$ cat src/rtl/lfsr_rng_arbiter_if.sv
// Request/grant bus between the shared random source and its consumers.
// The consumer side drives req; the arbiter side returns gnt and rand_out.
interface lfsr_rng_arbiter_if #(
  parameter int N_REQ = 4,
  parameter int OUT_W = 16
);
  logic [N_REQ-1:0] req;
  logic [N_REQ-1:0] gnt;
  logic [OUT_W-1:0] rand_out;

  modport master (output req, input gnt, input rand_out);
  modport slave  (input req, output gnt, output rand_out);
endinterface

$ cat src/rtl/lfsr_rng_arbiter.sv
// Shared 64-bit XNOR Fibonacci LFSR, handed out round-robin to N_REQ requesters.
// Each grant advances the LFSR by SHIFTS fresh steps before the word is returned.
module lfsr_rng_arbiter #(
  parameter int          N_REQ        = 4,
  parameter int          OUT_W        = 16,
  parameter int          SHIFTS       = 16,
  parameter logic [63:0] DEFAULT_SEED = 64'h1
) (
  input  logic                clk,
  input  logic                reset,
  input  logic                seed_load,
  input  logic [63:0]         seed_in,
  input  logic                free_run,
  output logic                busy,
  lfsr_rng_arbiter_if.slave   bus
);

  localparam int               PTR_W     = $clog2(N_REQ);
  localparam logic [63:0]      ALL_ONES  = '1;
  localparam logic [63:0]      SAFE_SEED = (DEFAULT_SEED == ALL_ONES) ? 64'h1 : DEFAULT_SEED;
  localparam logic [N_REQ-1:0] ONE_HOT0  = N_REQ'(1);
  localparam logic [PTR_W-1:0] LAST_PTR  = PTR_W'(N_REQ - 1);
  localparam logic [7:0]       LAST_CNT  = 8'(SHIFTS - 1);

  typedef enum logic [1:0] {
    S_IDLE,
    S_SHIFT,
    S_GRANT
  } fsm_t;

  function automatic logic [63:0] lfsr_step(input logic [63:0] s);
    return {s[62:0], ~(s[63] ^ s[62] ^ s[60] ^ s[59])};
  endfunction

  // All-ones is a fixed point of the XNOR step, so it must never be stored.
  function automatic logic [63:0] sanitize(input logic [63:0] s);
    return (s == ALL_ONES) ? SAFE_SEED : s;
  endfunction

  fsm_t             r_fsm,    w_fsm_nxt;
  logic [63:0]      r_state,  w_state_nxt;
  logic [7:0]       r_cnt,    w_cnt_nxt;
  logic [PTR_W-1:0] r_owner,  w_owner_nxt;
  logic [PTR_W-1:0] r_rr_ptr, w_rr_nxt;

  logic             w_pick_vld;
  logic [PTR_W-1:0] w_pick;
  logic [PTR_W-1:0] w_scan;
  logic [PTR_W-1:0] w_owner_inc;
  logic             w_grant_fire;

  // Scan from the farthest offset down so the nearest asserted req after rr_ptr wins.
  always_comb begin
    // NOTE: every signal assigned in a combinational block gets a default first, so no path leaves it unassigned and no latch is inferred.
    w_pick_vld = 1'b0;
    w_pick     = '0;
    w_scan     = '0;
    for (int i = N_REQ - 1; i >= 0; i--) begin
      w_scan = PTR_W'((int'(r_rr_ptr) + i) % N_REQ);
      if (bus.req[w_scan]) begin
        w_pick_vld = 1'b1;
        w_pick     = w_scan;
      end
    end
  end

  assign w_owner_inc = (r_owner == LAST_PTR) ? '0 : r_owner + 1'b1;

  always_comb begin
    w_fsm_nxt   = r_fsm;
    w_state_nxt = r_state;
    w_cnt_nxt   = r_cnt;
    w_owner_nxt = r_owner;
    w_rr_nxt    = r_rr_ptr;

    if (seed_load) begin
      // A seed load cancels any in-flight grant and leaves rr_ptr alone.
      w_state_nxt = sanitize(seed_in);
      w_fsm_nxt   = S_IDLE;
    end else begin
      unique case (r_fsm)
        S_IDLE: begin
          if (w_pick_vld) begin
            w_owner_nxt = w_pick;
            w_cnt_nxt   = '0;
            w_fsm_nxt   = S_SHIFT;
          end else if (free_run) begin
            w_state_nxt = lfsr_step(r_state);
          end
        end
        S_SHIFT: begin
          w_state_nxt = lfsr_step(r_state);
          w_cnt_nxt   = r_cnt + 8'd1;
          if (r_cnt == LAST_CNT) w_fsm_nxt = S_GRANT;
        end
        S_GRANT: begin
          w_rr_nxt  = w_owner_inc;
          w_fsm_nxt = S_IDLE;
        end
        default: w_fsm_nxt = S_IDLE;
      endcase
    end
  end

  // The word is only handed out if the owner is still asking for it.
  assign w_grant_fire = (r_fsm == S_GRANT) && bus.req[r_owner] && !seed_load && !reset;

  always_comb begin
    busy         = (r_fsm != S_IDLE);
    bus.gnt      = w_grant_fire ? (ONE_HOT0 << r_owner) : '0;
    bus.rand_out = w_grant_fire ? r_state[OUT_W-1:0] : '0;
  end

  always_ff @(posedge clk) begin
    // NOTE: sequential state uses non-blocking assignments so every register samples pre-edge values regardless of statement order.
    if (reset) begin
      r_fsm    <= S_IDLE;
      r_state  <= SAFE_SEED;
      r_cnt    <= '0;
      r_owner  <= '0;
      r_rr_ptr <= '0;
    end else begin
      r_fsm    <= w_fsm_nxt;
      r_state  <= w_state_nxt;
      r_cnt    <= w_cnt_nxt;
      r_owner  <= w_owner_nxt;
      r_rr_ptr <= w_rr_nxt;
    end
  end

endmodule

$ cat src/flat_wrapper.sv
// flat-port wrapper written by rule: the top's interface ports become plain ports
module lfsr_rng_arbiter_flat 
#(
  parameter int          N_REQ        = 4,
  parameter int          OUT_W        = 16,
  parameter int          SHIFTS       = 16,
  parameter logic [63:0] DEFAULT_SEED = 64'h1
)
  (clk, reset, seed_load, seed_in, free_run, busy, bus_req, bus_gnt, bus_rand_out);
  lfsr_rng_arbiter_if #(.N_REQ(N_REQ), .OUT_W(OUT_W)) bus_i ();
  input  logic clk;
  input  logic reset;
  input  logic seed_load;
  input  logic [63:0] seed_in;
  input  logic free_run;
  output logic busy;
  input wire logic [$bits(bus_i.req)-1:0] bus_req;
  output wire logic [$bits(bus_i.gnt)-1:0] bus_gnt;
  output wire logic [$bits(bus_i.rand_out)-1:0] bus_rand_out;
  assign bus_i.req = bus_req;
  assign bus_gnt = bus_i.gnt;
  assign bus_rand_out = bus_i.rand_out;
  lfsr_rng_arbiter #(.N_REQ(N_REQ), .OUT_W(OUT_W), .SHIFTS(SHIFTS), .DEFAULT_SEED(DEFAULT_SEED)) u_core (.clk(clk), .reset(reset), .seed_load(seed_load), .seed_in(seed_in), .free_run(free_run), .busy(busy), .bus(bus_i));
endmodule
$ cat config.mk
export PLATFORM = sky130hd
export DESIGN_NAME = lfsr_rng_arbiter_flat
export DESIGN_NICKNAME = d
export VERILOG_FILES = /design/src/rtl/lfsr_rng_arbiter_if.sv /design/src/rtl/lfsr_rng_arbiter.sv /design/src/flat_wrapper.sv
export SDC_FILE = /design/constraint.sdc
export NUM_CORES = 1
export LEC_CHECK = 0
export ABC_AREA = 1
export CAP_MARGIN = 20
export CORE_ASPECT_RATIO = 1.2
export CORE_MARGIN = 2
export CORE_UTILIZATION = 32
export CTS_CLUSTER_SIZE = 24
export DETAILED_ROUTE_END_ITERATION = 16
export GPL_ROUTABILITY_DRIVEN = 0
export PLACE_DENSITY = 0.59
export SETUP_SLACK_MARGIN = 0.1
export SYNTH_ARGS = -nofsm -noshare
export SYNTH_HDL_FRONTEND = slang
export SYNTH_SLANG_ARGS = --single-unit
$ cat constraint.sdc
create_clock -name clk -period 2.41 [get_ports clk]
set_clock_uncertainty 0.1 [all_clocks]
set_input_delay 0.241 -clock clk [delete_from_list [all_inputs] [get_ports clk]]
set_output_delay 0.241 -clock clk [all_outputs]
set_load 0.05 [all_outputs]
==> impl_metrics.tcl <==
set metrics [dict create \
    outcome "complete, no violations" \
    synth-seq-cells 78 \
    portBuffers 92 \
    hold_depth 4 \
    clock_path_buffers 2 \
    finalNonFillerCells 1287 \
    holdPathEnd "u_core.r_fsm[1]" \
    avgSynthCellArea_um2 5.305 \
    yosys.area.top_type_share_pct 29.43 \
    num_vias 5591 \
    final_common_cell "nand2_1" \
    nets 1147 \
    fp-row-count 51 \
    fin_crit_ps 2239 \
    htreeDepth 3 \
    crit_path_max_fanout 5 \
    path_class "reg -> out" \
    slew_headroom_pct 48.51 \
    clock_latency_ps 350 \
    timing.rr.end "u_core.r_state[55]" \
    rsz0062_at_grt "yes" \
    n_antenna_cell 0 \
    die_h_um 145.0 \
    yosys.area.top_type "dfxtp_1" \
    cp.arrival_ps 1900 \
    tritoncts "done" \
    start_util_pct 32.73 \
    synth_cells 1000 \
    synth_cell_types 25 \
    grt_max_degree 70 \
    maxCapViolations 0 \
    min_path_type "in -> reg" \
    fin_tns_setup_ps 0 \
    ant_nets 0 \
    fin_worst_hold_slack_ps 208.8 \
    grt_pass1_vias 5083 \
    post_cts_buffers 0 \
    total_leakage_power_nw 3.659 \
    ys_warn_count 0 \
    grt_pass1_wl_um 23850 \
    clk_root_buffer_cell "clkbuf_16" \
    antenna_found_initial 0 \
    hold_viol 0 \
    multiInputGateArea_um2 2980 \
    setup_viol 0 \
    layout_common_cells "406 x nand2_1, 186 x nor2_1, 144 x inv_1, 77 x dfxtp_1, 74 x o21ai_0" \
    track_usage_pct 16.53 \
    drt-total-wl_um 13970 \
    synth.net_count 1077 \
    timing.rr.start "u_core.r_rr_ptr[0]" \
    io_pins 93 \
    utilization_pct 42.93 \
    die_x_um 121.5 \
    path_clk_slew_ps 60 \
    wl_per_cell_um 10.86 \
    drive_gt1_share_pct 6.047 \
    fmax_mhz 446.7 \
    vdd_ir_drop_max_mv 0.3556 \
    dpl_worst_slack_ps 207.0 \
    drtPass1Iterations 4 \
    grt-ovfl-total 0 \
    period_share_pct 92.89 \
    setup_slack_ps 171.3 \
    worst_pin_slew_ps 772.4 \
    place_inst 1271 \
    viasPerCell 4.344 \
    drt_iter0_drc 333 \
    die_area_um2 17630 \
    power.density_nw_per_um2 542.7 \
    fillers 1825 \
    worst_ep_required_time_ps 2070 \
    r2r_slack_ps 360 \
    drc 0 \
    cts_made_buffers 9 \
    hpwlAfterDp_um 9577 \
    seq_area_frac_synth_pct 29.43 \
    area_growth_pct 31.16 \
    end_kind "primary output" \
    yosys-top-cells-area "dfxtp_1 29%, nand2_1 29%, nor2_1 14%" \
    core_um2 16210 \
    hold_start "seed_load" \
    worstRegToRegCells 10 \
    cts.sinks 78 \
    seq_area_um2 1563 \
    synth_area_um2 5305 \
    drv_slew 0 \
    start_kind "flip-flop" \
]
==> worst max-delay path by stage <==
stage | from | to | slack [ps] | cells past startpoint
floorplan | u_core.r_owner[0] | bus_gnt[0] | 460 | 6
global placement | bus_req[2] | bus_gnt[3] | 220 | 7
detailed placement | bus_req[3] | u_core.r_state[55] | 210 | 11
CTS | u_core.r_owner[0] | bus_rand_out[9] | 80 | 7
global route | u_core.r_owner[1] | bus_rand_out[12] | 90 | 7
finish | u_core.r_owner[1] | bus_rand_out[0] | 170 | 6
==> where the power goes <==
| group | total [mW] | switching (mW) | internal, mW |
|---|---|---|---|
| clock network | 1.49 | 0.556 | 0.933 |
| logic | 0.803 | 0.457 | 0.346 |
| registers | 1.48 | 0.0669 | 1.42 |
| total | 3.78 | 1.08 | 2.70 |
==> worst max-delay path, stage by stage (launching register included) <==
cell and delay (ps):
dfxtp_1 360, inv_1 120, o21ai_0 90, o22ai_1 170
nand4_1 210, nor2_1 400, buf_12 200
==> repair_timing <==
item / 4_1_cts / 5_1_grt
pin swaps: 0 / 1
hold buffers: 0 / 0
setup endpoints to repair: 8 / 18
resized for setup: 2 / 7
==> area by class of cell <==
type / instances / area share [%]
clock inverters: 4 / 1.007
multi-input cells: 725 / 42.83
inverters: 148 / 7.984
well taps: 212 / 3.812
clock buffers: 12 / 3.543
repair buffers: 108 / 18.36
flip-flops and latches: 78 / 22.46
==> routing by layer <==
metal,global-route usage [%],vias to the layer above,share of wire (%),wire length [um]
met2,27.39,107,47,6585
met5,0,-,0,0
li1,-,3075,-,-
met4,6.724,0,1.9,269
met1,21.18,2394,47,6532
met3,2.673,15,4.2,585
==> per-stage QoR <==
| stage | power (mW) | cell area (um2) |
|---|---|---|
| after global placement | 2.313 | 6621 |
| final | 3.776 | 6958 |
| after floorplan | 2.056 | 5305 |
| after global routing | 4.016 | 6958 |
| after CTS | 3.827 | 6943 |
| after detailed placement | 2.318 | 6621 |
==> synthesized netlist by cell type <==
| cell type | instances |
|---|---|
| o21bai_1 | 1 |
| a21oi_1 | 9 |
| dfxtp_1 | 78 |
| a211oi_1 | 1 |
| nand2_2 | 1 |
| inv_2 | 2 |
| buf_1 | 4 |
| xor2_1 | 4 |
| nand4_1 | 3 |
| nand2_1 | 407 |
| xnor2_1 | 3 |
| o21ai_0 | 74 |
| ha_1 | 5 |
| o22ai_1 | 1 |
| buf_6 | 4 |
| inv_1 | 145 |
| nand3_1 | 17 |
| clkbuf_1 | 32 |
| nor3_1 | 4 |
| clkinv_1 | 1 |
| buf_2 | 9 |
| nand2_4 | 1 |
| o21ai_1 | 1 |
| nor2_1 | 192 |
| nand3b_1 | 1 |
==> sequential cells by signal, summed over array words and instances, names as in the netlist <==
| name | flops |
|---|---|
| u_core.r_cnt | 8 |
| u_core.r_rr_ptr | 2 |
| u_core.r_owner | 2 |
| u_core.r_state | 64 |
| u_core.r_fsm | 2 |
==> kinds of logic (layout without fill, tap and decap cells) <==
logic type,Yosys count,count (layout),share of synthesized area (%)
and+or+nand+nor,626,626,45.19
buffers and inverters,197,272,14.72
AOI/OAI and AO/OA,87,87,8.326
DFF,78,78,29.43
xor gates and xnor gates,7,7,1.156
adders and majority gates,5,5,1.179
No activity file was read; power rests on OpenSTA's default activity.
